$ cat src/rtl/ctrl_pkg.sv
// ctrl_pkg: shared definitions for the pipelined control decoder.
// Opcode map, branch condition codes, flag bit positions, the registered
// control bundle with its bubble value, and the issue FSM state encoding.
package ctrl_pkg;

  // Base 4-bit opcode map (upper opcode bits, when present, must be zero)
  localparam logic [3:0] OP_ADD  = 4'h0;
  localparam logic [3:0] OP_SUB  = 4'h1;
  localparam logic [3:0] OP_AND  = 4'h2;
  localparam logic [3:0] OP_OR   = 4'h3;
  localparam logic [3:0] OP_SLL  = 4'h4;
  localparam logic [3:0] OP_SRL  = 4'h5;
  localparam logic [3:0] OP_SRA  = 4'h6;
  localparam logic [3:0] OP_RL   = 4'h7;
  localparam logic [3:0] OP_LW   = 4'h8;
  localparam logic [3:0] OP_SW   = 4'h9;
  localparam logic [3:0] OP_LHB  = 4'hA;
  localparam logic [3:0] OP_LLB  = 4'hB;
  localparam logic [3:0] OP_BR   = 4'hC;
  localparam logic [3:0] OP_JAL  = 4'hD;
  localparam logic [3:0] OP_JR   = 4'hE;
  localparam logic [3:0] OP_EXEC = 4'hF;

  // Branch condition codes
  localparam logic [2:0] CC_EQ = 3'd0;
  localparam logic [2:0] CC_NE = 3'd1;
  localparam logic [2:0] CC_GT = 3'd2;
  localparam logic [2:0] CC_LT = 3'd3;
  localparam logic [2:0] CC_GE = 3'd4;
  localparam logic [2:0] CC_LE = 3'd5;
  localparam logic [2:0] CC_OV = 3'd6;
  localparam logic [2:0] CC_AL = 3'd7;

  // Flag register bit positions: {Z,V,N}
  localparam int FLAG_Z = 2;
  localparam int FLAG_V = 1;
  localparam int FLAG_N = 0;

  // Single-bit control outputs; alu_op is carried separately (ALUW wide)
  typedef struct packed {
    logic dmem_wen;      // active low
    logic rf_wen;
    logic alusrc;
    logic regdest;
    logic branch;
    logic branch_taken;
    logic mem2reg;
    logic lhb_llb_con1;
    logic s5;
    logic s6;
    logic s7;
    logic jal;
    logic jr;
    logic exec;
    logic lw;
    logic illegal;
  } ctrl_bundle_t;

  // Bundle that does nothing: memory write disabled, everything else low
  localparam ctrl_bundle_t CTRL_BUBBLE = '{dmem_wen: 1'b1, default: 1'b0};

  // Issue FSM: RUN accepts instructions, EXEC_HOLD inserts bubbles
  typedef enum logic {
    ST_RUN       = 1'b0,
    ST_EXEC_HOLD = 1'b1
  } ctrl_state_e;

endpackage

$ cat src/rtl/br_cond_eval.sv
// br_cond_eval: combinational branch condition resolver.
// Maps a condition code and the {Z,V,N} flags to a taken/not-taken bit.
module br_cond_eval
  import ctrl_pkg::*;
#(
  parameter int CONDW = 3
) (
  input  logic [CONDW-1:0] i_cond,
  input  logic [2:0]       i_flags,
  output logic             o_taken
);

  logic [2:0] w_cc;
  logic       w_z;
  logic       w_v;
  logic       w_n;

  assign w_cc = 3'(i_cond);
  assign w_z  = i_flags[FLAG_Z];
  assign w_v  = i_flags[FLAG_V];
  assign w_n  = i_flags[FLAG_N];

  // Resolve the selected condition against the flags
  always_comb begin
    o_taken = 1'b0;
    case (w_cc)
      CC_EQ:   o_taken = w_z;
      CC_NE:   o_taken = !w_z;
      CC_GT:   o_taken = !w_z && !w_n;
      CC_LT:   o_taken = w_n;
      CC_GE:   o_taken = w_z || !w_n;
      CC_LE:   o_taken = w_z || w_n;
      CC_OV:   o_taken = w_v;
      CC_AL:   o_taken = 1'b1;
      default: o_taken = 1'b0;
    endcase
  end

endmodule

$ cat src/rtl/ctrl_decode_pipe.sv
// ctrl_decode_pipe: registered control decoder with flag register,
// in-block branch resolution and an EXEC issue-bubble FSM.
// Optional build macro CTRL_FLAG_BYPASS_EN: when defined, branch conditions
// see flag_in in the same cycle flag_wen is high; otherwise they see only
// the registered flags.
//
// Handshake: an instruction is transferred on a cycle where in_valid and
// in_ready are both high; in_ready does not depend on in_valid. The bundle
// for a transferred instruction is presented the next cycle with
// out_valid=1. Downstream does not backpressure; stall/flush from the
// hazard unit hold or clear the output register instead.
module ctrl_decode_pipe
  import ctrl_pkg::*;
#(
  parameter int OPW          = 4,
  parameter int CONDW        = 3,
  parameter int ALUW         = 3,
  parameter int EXEC_BUBBLES = 1
) (
  input  logic             clk,
  input  logic             rst,
  input  logic             in_valid,
  output logic             in_ready,
  input  logic [OPW-1:0]   opcode,
  input  logic [CONDW-1:0] cond,
  input  logic [2:0]       flag_in,
  input  logic             flag_wen,
  input  logic             stall,
  input  logic             flush,
  output logic             out_valid,
  output logic             dmem_wen,
  output logic             rf_wen,
  output logic             alusrc,
  output logic             regdest,
  output logic             branch,
  output logic             branch_taken,
  output logic             mem2reg,
  output logic             lhb_llb_con1,
  output logic             s5,
  output logic             s6,
  output logic             s7,
  output logic             jal,
  output logic             jr,
  output logic             exec,
  output logic             lw,
  output logic [ALUW-1:0]  alu_op,
  output logic             illegal,
  output logic             o_dbg_state
);

  ctrl_state_e   r_state;
  ctrl_state_e   w_state_n;
  logic [2:0]    r_cnt;
  logic [2:0]    w_cnt_n;
  logic [2:0]    r_flags;
  logic [2:0]    w_flags_eval;
  ctrl_bundle_t  r_bundle;
  ctrl_bundle_t  w_dec;
  logic [ALUW-1:0] r_alu;
  logic [ALUW-1:0] w_alu;
  logic          r_out_valid;
  logic [3:0]    w_op4;
  logic          w_upper_nz;
  logic          w_is_exec;
  logic          w_accept;
  logic          w_taken;

  assign w_op4      = opcode[3:0];
  assign w_upper_nz = |(opcode >> 4);
  assign w_is_exec  = !w_upper_nz && (w_op4 == OP_EXEC);
  assign in_ready   = !rst && !stall && (r_state == ST_RUN);
  assign w_accept   = in_valid && in_ready;

`ifdef CTRL_FLAG_BYPASS_EN
  assign w_flags_eval = flag_wen ? flag_in : r_flags;
`else
  assign w_flags_eval = r_flags;
`endif

  br_cond_eval #(.CONDW(CONDW)) u_br_cond_eval (
    .i_cond  (cond),
    .i_flags (w_flags_eval),
    .o_taken (w_taken)
  );

  // Decode the presented opcode into a control bundle
  always_comb begin
    w_dec = CTRL_BUBBLE;
    w_alu = '0;
    if (w_upper_nz) begin
      w_dec.illegal = 1'b1;
    end else begin
      case (w_op4)
        OP_ADD, OP_SUB, OP_AND, OP_OR: begin
          w_dec.rf_wen  = 1'b1;
          w_dec.regdest = 1'b1;
          w_dec.s6      = 1'b1;
          w_alu         = ALUW'(w_op4[2:0]);
        end
        OP_SLL, OP_SRL, OP_SRA, OP_RL: begin
          w_dec.rf_wen  = 1'b1;
          w_dec.regdest = 1'b1;
          w_dec.s6      = 1'b1;
          w_dec.alusrc  = 1'b1;
          w_alu         = ALUW'(w_op4[2:0]);
        end
        OP_LW: begin
          w_dec.rf_wen  = 1'b1;
          w_dec.alusrc  = 1'b1;
          w_dec.regdest = 1'b1;
          w_dec.mem2reg = 1'b1;
          w_dec.s6      = 1'b1;
          w_dec.lw      = 1'b1;
        end
        OP_SW: begin
          w_dec.dmem_wen     = 1'b0;
          w_dec.alusrc       = 1'b1;
          w_dec.lhb_llb_con1 = 1'b1;
          w_dec.s6           = 1'b1;
        end
        OP_LHB: begin
          w_dec.rf_wen       = 1'b1;
          w_dec.regdest      = 1'b1;
          w_dec.lhb_llb_con1 = 1'b1;
          w_dec.s5           = 1'b1;
          w_alu              = ALUW'(3'b010);
        end
        OP_LLB: begin
          w_dec.rf_wen  = 1'b1;
          w_dec.regdest = 1'b1;
          w_dec.s7      = 1'b1;
        end
        OP_BR: begin
          w_dec.branch       = 1'b1;
          w_dec.branch_taken = w_taken;
        end
        OP_JAL: begin
          w_dec.rf_wen = 1'b1;
          w_dec.jal    = 1'b1;
          w_dec.s6     = 1'b1;
        end
        OP_JR: begin
          w_dec.lhb_llb_con1 = 1'b1;
          w_dec.s6           = 1'b1;
          w_dec.jr           = 1'b1;
        end
        OP_EXEC: begin
          w_dec.lhb_llb_con1 = 1'b1;
          w_dec.s6           = 1'b1;
          w_dec.exec         = 1'b1;
        end
        default: ;
      endcase
    end
  end

  // Issue FSM next state: flush forces RUN, stall freezes state and counter
  always_comb begin
    w_state_n = r_state;
    w_cnt_n   = r_cnt;
    if (flush) begin
      w_state_n = ST_RUN;
      w_cnt_n   = 3'd0;
    end else if (!stall) begin
      case (r_state)
        ST_RUN: begin
          if (w_accept && w_is_exec) begin
            w_state_n = ST_EXEC_HOLD;
            w_cnt_n   = 3'(EXEC_BUBBLES);
          end
        end
        ST_EXEC_HOLD: begin
          w_cnt_n = r_cnt - 3'd1;
          if (r_cnt <= 3'd1) begin
            w_state_n = ST_RUN;
            w_cnt_n   = 3'd0;
          end
        end
        default: begin
          w_state_n = ST_RUN;
          w_cnt_n   = 3'd0;
        end
      endcase
    end
  end

  // Issue FSM state and bubble counter registers
  always_ff @(posedge clk) begin
    if (rst) begin
      r_state <= ST_RUN;
      r_cnt   <= 3'd0;
    end else begin
      r_state <= w_state_n;
      r_cnt   <= w_cnt_n;
    end
  end

  // Flag register loads whenever flag_wen is high, regardless of stall/flush
  always_ff @(posedge clk) begin
    if (rst) begin
      r_flags <= 3'b000;
    end else if (flag_wen) begin
      r_flags <= flag_in;
    end
  end

  // Output register: flush clears, stall holds, otherwise load decode or bubble
  always_ff @(posedge clk) begin
    if (rst || flush) begin
      r_bundle    <= CTRL_BUBBLE;
      r_alu       <= '0;
      r_out_valid <= 1'b0;
    end else if (!stall) begin
      if (w_accept) begin
        r_bundle    <= w_dec;
        r_alu       <= w_alu;
        r_out_valid <= 1'b1;
      end else begin
        r_bundle    <= CTRL_BUBBLE;
        r_alu       <= '0;
        r_out_valid <= 1'b0;
      end
    end
  end

  assign out_valid    = r_out_valid;
  assign dmem_wen     = r_bundle.dmem_wen;
  assign rf_wen       = r_bundle.rf_wen;
  assign alusrc       = r_bundle.alusrc;
  assign regdest      = r_bundle.regdest;
  assign branch       = r_bundle.branch;
  assign branch_taken = r_bundle.branch_taken;
  assign mem2reg      = r_bundle.mem2reg;
  assign lhb_llb_con1 = r_bundle.lhb_llb_con1;
  assign s5           = r_bundle.s5;
  assign s6           = r_bundle.s6;
  assign s7           = r_bundle.s7;
  assign jal          = r_bundle.jal;
  assign jr           = r_bundle.jr;
  assign exec         = r_bundle.exec;
  assign lw           = r_bundle.lw;
  assign illegal      = r_bundle.illegal;
  assign alu_op       = r_alu;
  assign o_dbg_state  = r_state;

endmodule

$ cat config.mk
export PLATFORM = sky130hd
export DESIGN_NAME = ctrl_decode_pipe
export DESIGN_NICKNAME = d
export VERILOG_FILES = /design/src/rtl/ctrl_pkg.sv /design/src/rtl/br_cond_eval.sv /design/src/rtl/ctrl_decode_pipe.sv
export SDC_FILE = /design/constraint.sdc
export NUM_CORES = 1
export LEC_CHECK = 0
export CAP_MARGIN = 20
export CORE_UTILIZATION = 40
export DETAILED_ROUTE_END_ITERATION = 6
export HOLD_SLACK_MARGIN = 0.15
export PLACE_DENSITY = 0.7
export REMOVE_ABC_BUFFERS = 1
export SETUP_SLACK_MARGIN = 0.1
export SLEW_MARGIN = 0
export SYNTH_ARGS = -nofsm -noshare
export SYNTH_HDL_FRONTEND = slang
export SYNTH_SLANG_ARGS = --single-unit
$ cat constraint.sdc
create_clock -name clk -period 2.57 [get_ports clk]
set_clock_uncertainty 0.1 [all_clocks]
set_input_delay 0.514 -clock clk [delete_from_list [all_inputs] [get_ports clk]]
set_output_delay 0.514 -clock clk [all_outputs]
set_load 0.01 [all_outputs]
==> results.md, run 1 <==
- Status: finished, violations left
- Violations in the final reports: DRC
- Vias in the first global route: ~1,100
- Cells along the critical path: clkdlybuf4s50_1, nor3_1, clkdlybuf4s50_1
- Layout cells sized above 1: 0.0743
- Clock H-tree levels: 1
- Drt via density: 5.46
- RePlAce Congestion: between 0.7 and 0.8
- Yosys reg bits: 25
- Worst EP required: around 2000 ps
- First-pass GRT wire length: between 4000 and 5000 um
- Die footprint: approximately 3300 um^2
- GRT overflow: 0
- Synth top area share: 0.413
- # diodes: 0
- Routed vias: 1,124
- Post-synth EDFFs: 0
- CP startpoint kind: input pin
- Leak: 0.541 nW
- Primary FF master, synth: dfxtp_1
- Initial antenna violation count: 0
- Fin crit share: 0.908
- Clk Latency, worst-skew pair: slightly above 300 ps
- CTS buffer count: 3
- Slowest Stage Delay on Critical Path: around 560 ps
- Sum of negative setup slack: 0 ps
- Yosys top cell by area: dfxtp_1
- R2R Setup Slk: a little over 900 ps
- VDD IR-drop max: about 240 uV
- Global router's overall resource usage: 0.181
- Cts hold-fix bufs: 0
- Asr flop ratio synth: 0
- Port Buffers: 36
- Worst slack, placed: between 200 and 250 ps
- I/O Pins: 38
- Final slew viol count: 0
- CTS tree: built
- Top Family by Delay on Critical Path: buffers and inverters
- Register area share after synthesis: 0.413
- Fin. Hold Viols: 0
- Synth Area in Compound Gates: 0.206
- Syn avg cell area: ~8.5 um^2
- Chip height: ~57 um
- CP endpoint kind: primary output
- Cell count after synthesis: about 140
- Synthesis warning total: 0
- Clk sink count: 25
- Hold WC Path Type: register to register
- WP data arrival: 1720 ps
- Crit Path Category: input pin to primary output
- Most frequent cell after synthesis: dfxtp_1
- R2r worst-path depth: 6
- Critical Path Fanout Max: 2
- CORE AREA: 2810 um^2
- # Max-Cap Violations: 0
- Drt initial violations: 27
- Simple-gate share of the synthesized area: 0.236
- Post-synthesis adder-cell area fraction: 0.0206
- PostCTS Resize Cnt: 0
- Hold Slack: ~370 ps
- Crit-path most repeated cell: clkdlybuf4s50_1
- Final setup margin: 238 ps
- Row count: 19
- Worst reg2reg endpoint: r_cnt[1]$_SDFFE_PP0P_
- Main combinational cell family by area after synthesis: simple AND/OR/NAND/NOR gates
- Die W: ~57 um
- Hold Path Sink: jal$_SDFFE_PP0N_
- RSZ-0062 raised after global routing: false
- Antenna violation net count after detailed routing: 0
- Max Fclk: approximately 0.43 GHz
- Final period demand of the worst path: ~2300 ps
- Pwr Density: 414 nW/um^2
- Post-synth top cells: dfxtp_1, a21oi_1, nor2_1, o21ai_0, nand2_1
- Final setup violation count: 0
- Worst-path clk slew: 130 ps
- Initial core utilization: 0.432
- Critical-path top delay cell: clkdlybuf4s50_1
- Buffer and inverter count on the worst path: 2
- HPWL after DPL: around 2000 um
- Post-Syn Area: roughly 1200 um^2
- Post-synthesis cell type count: 40
- Drt first pass iters: 6
- Largest net degree at the start of global routing: 17
- Clk root buf: clkbuf_4
- Layout area overhead: 33.2%
- Post-route DRC violation count: 2
- Wirelength per Cell: between 10 and 15 um
- Largest cells by area after synthesis: dfxtp_1, a21oi_1, o21ai_0
- Area share of xor/xnor cells in the synthesized design: 0.0144
- Min-delay src: jal$_SDFFE_PP0N_
- DRT Wirelength: between 2000 and 3000 um
- Worst hold stages: 2
- CTS Buffer Depth: 2
- Post-synthesis mux area share: 0.0248
- R2r startpoint: r_cnt[1]$_SDFFE_PP0P_
- Post-CTS Setup Inserts: 0
- Fin nets: between 150 and 200
## cells in the final DEF, fill, tap and decap left out, types with 2 or more instances in the layout
cell | synthesis | layout
clkdlybuf4s50_1 | 0 | 36
dfxtp_1 | 25 | 25
a21oi_1 | 14 | 14
nor2_1 | 13 | 13
o21ai_0 | 11 | 11
nand2_1 | 10 | 10
inv_1 | 7 | 7
a22oi_1 | 5 | 5
nor2b_1 | 4 | 4
buf_4 | 2 | 4
mux2i_1 | 3 | 3
a32oi_1 | 3 | 3
nand2b_1 | 3 | 3
nor4b_1 | 3 | 3
clkbuf_4 | 0 | 3
nor3_1 | 2 | 2
xnor2_1 | 2 | 2
nand3_1 | 2 | 2
nand4_1 | 2 | 2
ha_1 | 2 | 2
## cells by family (layout without fill, tap and decap cells)
logic type | after synthesis | in the layout
AOI/OAI and AO/OA | 41 | 41
xor gates and xnor gates | 2 | 2
adders and majority gates | 2 | 2
buffers and inverters | 19 | 52
DFF | 25 | 25
muxes | 3 | 3
other | 1 | 1
and+or+nand+nor | 49 | 49
## final cells by class
class	count	area, um^2
Timing Repair Buffer	41	410
Clock buffer	4	26.3
Sequential cell	25	500
Inverter	7	26.3
Tap cell	31	38.8
Multi-Input combinational cell	98	613
Fill cell	256	1190
## worst max path at each step
stage / startpoint / end / slack (ps) / depth (start not counted)
after floorplan: stall / dmem_wen$_SDFFE_PP1N_ / 890 / 3
after global placement: stall / in_ready / 220 / 3
after detailed placement: stall / in_ready / 230 / 3
after CTS: stall / in_ready / 230 / 3
after global routing: stall / in_ready / 140 / 3
final: stall / in_ready / 240 / 3
## per-stage QoR
step | area (um^2) | std cells | utilization | total power, W
after detailed placement | 1590 | 202 | 0.566 | 0.000502
after CTS | 1620 | 206 | 0.576 | 0.000679
after global routing | 1620 | 206 | 0.576 | 0.000702
final | 1620 | 206 | 0.576 | 0.000669
after floorplan | 1140 | 130 | - | 0.000440
after global placement | 1590 | 202 | 0.566 | 0.000500
## power by group
part           switching [W]  leakage [nW]  internal [W]  total [W]
Clock               0.000114        0.0150     0.0000607   0.000175
Combinational      0.0000469         0.324     0.0000499  0.0000969
Sequential        0.00000425         0.202      0.000392   0.000397
Total               0.000166         0.541      0.000503   0.000669
## worst register-to-register path, cell delays in order (launching register included)
cell	delay, ps
dfxtp_1	370
inv_1	70
ha_1	180
o21bai_1	200
nand2_1	110
or4b_1	430
a21oi_1	150
## routing by layer
metal	track usage	wire, um
met4	0.0697	23
met1	0.232	1260
met5	0	0
met3	0.0317	128
met2	0.306	1300
No activity file was read; power rests on OpenSTA's default activity.
==> inputs of run 2 (changes only) <==
Settings changed: ABC_AREA from default to 1, PLACE_DENSITY 0.7 to 0.71.
==> results.md, run 2 <==
- First-pass GRT wire length: 4570 um (-2.2%)
- Clock H-tree levels: 1 (unchanged)
- Row count: 19 (unchanged)
- Yosys reg bits: 25 (unchanged)
- WP data arrival: 1770 ps (+50 ps)
- Sum of negative setup slack: 0 ps (unchanged)
- Status: finished, violations left
- GRT overflow: 0 (unchanged)
- Area share of xor/xnor cells in the synthesized design: 0 (-0.0144)
- Clk root buf: clkbuf_4
- Violations in the final reports: DRC
- Syn avg cell area: 7.13 um^2 (-16%)
- RePlAce Congestion: 0.930 (+24%)
- DRT Wirelength: 2730 um (+0.29%)
- Clk sink count: 25 (unchanged)
- HPWL after DPL: 2050 um (+2.2%)
- Drt first pass iters: 6 (unchanged)
- Fin crit share: 0.926 (+0.0186)
- Final Non-Filler Cells: 234 (+14%)
- Final slew viol count: 0 (unchanged)
- Leak: 0.592 nW (+9.4%)
- Max Fclk: 0.420 GHz (-2.0%)
- Largest cells by area after synthesis: dfxtp_1, nand2_1, a21oi_1
- # Max-Cap Violations: 0 (unchanged)
- Cells after DPL: 230 (+14%)
- CTS tree: built
- Main combinational cell family by area after synthesis: simple AND/OR/NAND/NOR gates
- Post-synth EDFFs: 0 (unchanged)
- # diodes: 0 (unchanged)
- Chip height: 56.7 um (-0.55%)
- Finished Cell Area: 1600 um^2 (-1.2%)
- Synth top area share: 0.418 (+0.00474)
- Worst-path clk slew: 140 ps (about the same)
- Largest net degree at the start of global routing: 23 (+6)
- Worst Tran Pin Value: a little over 500 ps
- Initial antenna violation count: 0 (unchanged)
- CTS Buffer Depth: 2 (unchanged)
- PostCTS Resize Cnt: 0 (unchanged)
- Commonest non-fill, non-tap cells in the layout: nand2_1, clkdlybuf4s50_1, dfxtp_1
- Post-CTS Setup Inserts: 0 (unchanged)
- Crit Path Category: input pin to primary output
- Synth Area in Compound Gates: 0.167 (-0.0394)
- Post-synthesis mux area share: 0 (-0.0248)
- Drt via density: 5.07 (-7.0%)
- Drt initial violations: 24 (-11%)
- Post-route DRC violation count: 4 (+2)
- Critical Path Fanout Max: 2 (unchanged)
- Die W: 56.7 um (-0.55%)
- Final period demand of the worst path: 2380 ps (+47.8 ps)
- VDD IR-drop max: 225 uV (-4.2%)
- CP startpoint kind: input pin
- Register area share after synthesis: 0.418 (+0.00474)
- Initial core utilization: 0.427 (-0.00491)
- Post-Syn Area: 1200 um^2 (-1.1%)
- Hold Slack: 376 ps (+1.54 ps)
- Routed vias: 1,187 (+5.6%)
- I/O Pins: 38 (unchanged)
- Fillers: 285 (+11%)
- Yosys top cell by area: dfxtp_1
- Register area: 500 um^2 (unchanged)
- Fin. Hold Viols: 0 (unchanged)
- Fin nets: 222 (+14%)
- Wirelength per Cell: 11.6 um (-12%)
- Die footprint: 3220 um^2 (-1.1%)
- Asr flop ratio synth: 0 (unchanged)
- Clk Latency, worst-skew pair: 310 ps (about the same)
- Cell count after synthesis: 168 (+18%)
- Placed Area: 1570 um^2 (-1.3%)
- Post-synthesis cell type count: 26 (-35%)
- Primary FF master, synth: dfxtp_1
- Vias in the first global route: 1,124 (+6.5%)
- Pwr Density: 420 nW/um^2 (+1.5%)
- Post-layout util: 0.569 (-0.00714)
- CORE AREA: 2810 um^2 (unchanged)
- Layout area overhead: 33.1%
- Layout cells sized above 1: 0.0739 (-0.000394)
- CP endpoint kind: primary output
- Multi-input logic area: 592 um^2 (-3.5%)
- Port Buffers: 36 (unchanged)
- RSZ-0062 raised after global routing: false
- Cts hold-fix bufs: 0 (unchanged)
- Most frequent cell after synthesis: nand2_1
- Synthesis warning total: 0 (unchanged)
- Post-synthesis adder-cell area fraction: 0.0209 (+0.000237)
- Global router's overall resource usage: 0.178 (-0.00325)
- Hold WC Path Type: register to register
- Simple-gate share of the synthesized area: 0.303 (+0.0664)
- Worst EP required: 1960 ps (about the same)
- Final setup violation count: 0 (unchanged)
- Post-synth top cells: nand2_1, dfxtp_1, nor2_1, a21oi_1, inv_1
- CTS buffer count: 3 (unchanged)
- Antenna violation net count after detailed routing: 0 (unchanged)
- Relative max-transition margin: 0.661
==> run 2: cell count changes after synthesis, sizes merged, moves of 4 or more <==
cell,delta
a21oi,+6
a22oi,-5
buf,-5
inv,+10
nand2,+27
nand3,+9
nor2,+13
nor2b,-4
nor4b,-4
==> run 2: routing by layer <==
layer,up-vias,part of all wire,track usage
li1,617,-,-
met1,534,0.46,0.207
met2,34,0.48,0.327
met3,2,0.054,0.0507
met4,0,0.0040,0.0314
met5,-,0,0
==> run 2: path summary, 6_finish.rpt <==
| check | depth (start not counted) | from | slack (ps) | to |
|---|---|---|---|---|
| max | 3 | stall | 190 | in_ready |
| max reg2reg | 7 | r_cnt[1]$_SDFFE_PP0P_ | 1000 | r_cnt[2]$_SDFFE_PP0P_ |
| min | 2 | branch_taken$_SDFFE_PP0N_ | 380 | branch_taken$_SDFFE_PP0N_ |
| min reg2reg | 2 | branch_taken$_SDFFE_PP0N_ | 380 | branch_taken$_SDFFE_PP0N_ |
==> run 2: cell families (layout without fill, tap and decap cells) <==
| family | after synthesis | after routing |
|---|---|---|
| other | 1 | 1 |
| buffers and inverters | 24 | 59 |
| adders and majority gates | 2 | 2 |
| DFF | 25 | 25 |
| and+or+nand+nor | 81 | 81 |
| AOI/OAI and AO/OA | 35 | 35 |
==> run 2: final cells by class <==
| cell class | instances | share of cell area |
|---|---|---|
| flip-flops and latches | 25 | 0.314 |
| multi-input cells | 119 | 0.371 |
| repair buffers | 37 | 0.231 |
| clock inverters | 1 | 0.00314 |
| inverters | 18 | 0.0431 |
| well taps | 31 | 0.0243 |
| clock buffers | 3 | 0.0141 |
==> run 2: metrics by stage <==
stage               setup WS (ps)  power (W)
global placement              212   0.000500
floorplan                    1140   0.000449
global route                  121   0.000702
finish                        190   0.000671
detailed placement            191   0.000503
CTS                           188   0.000677
==> run 2: critical path, stage by stage <==
cell	delay, ps
clkdlybuf4s50_1	480
nor3_1	220
clkdlybuf4s50_1	560
==> run 2: power breakdown <==
group          internal (W)  switching, W
Combinational     0.0000430     0.0000546
Sequential         0.000393    0.00000363
Clock             0.0000583      0.000118
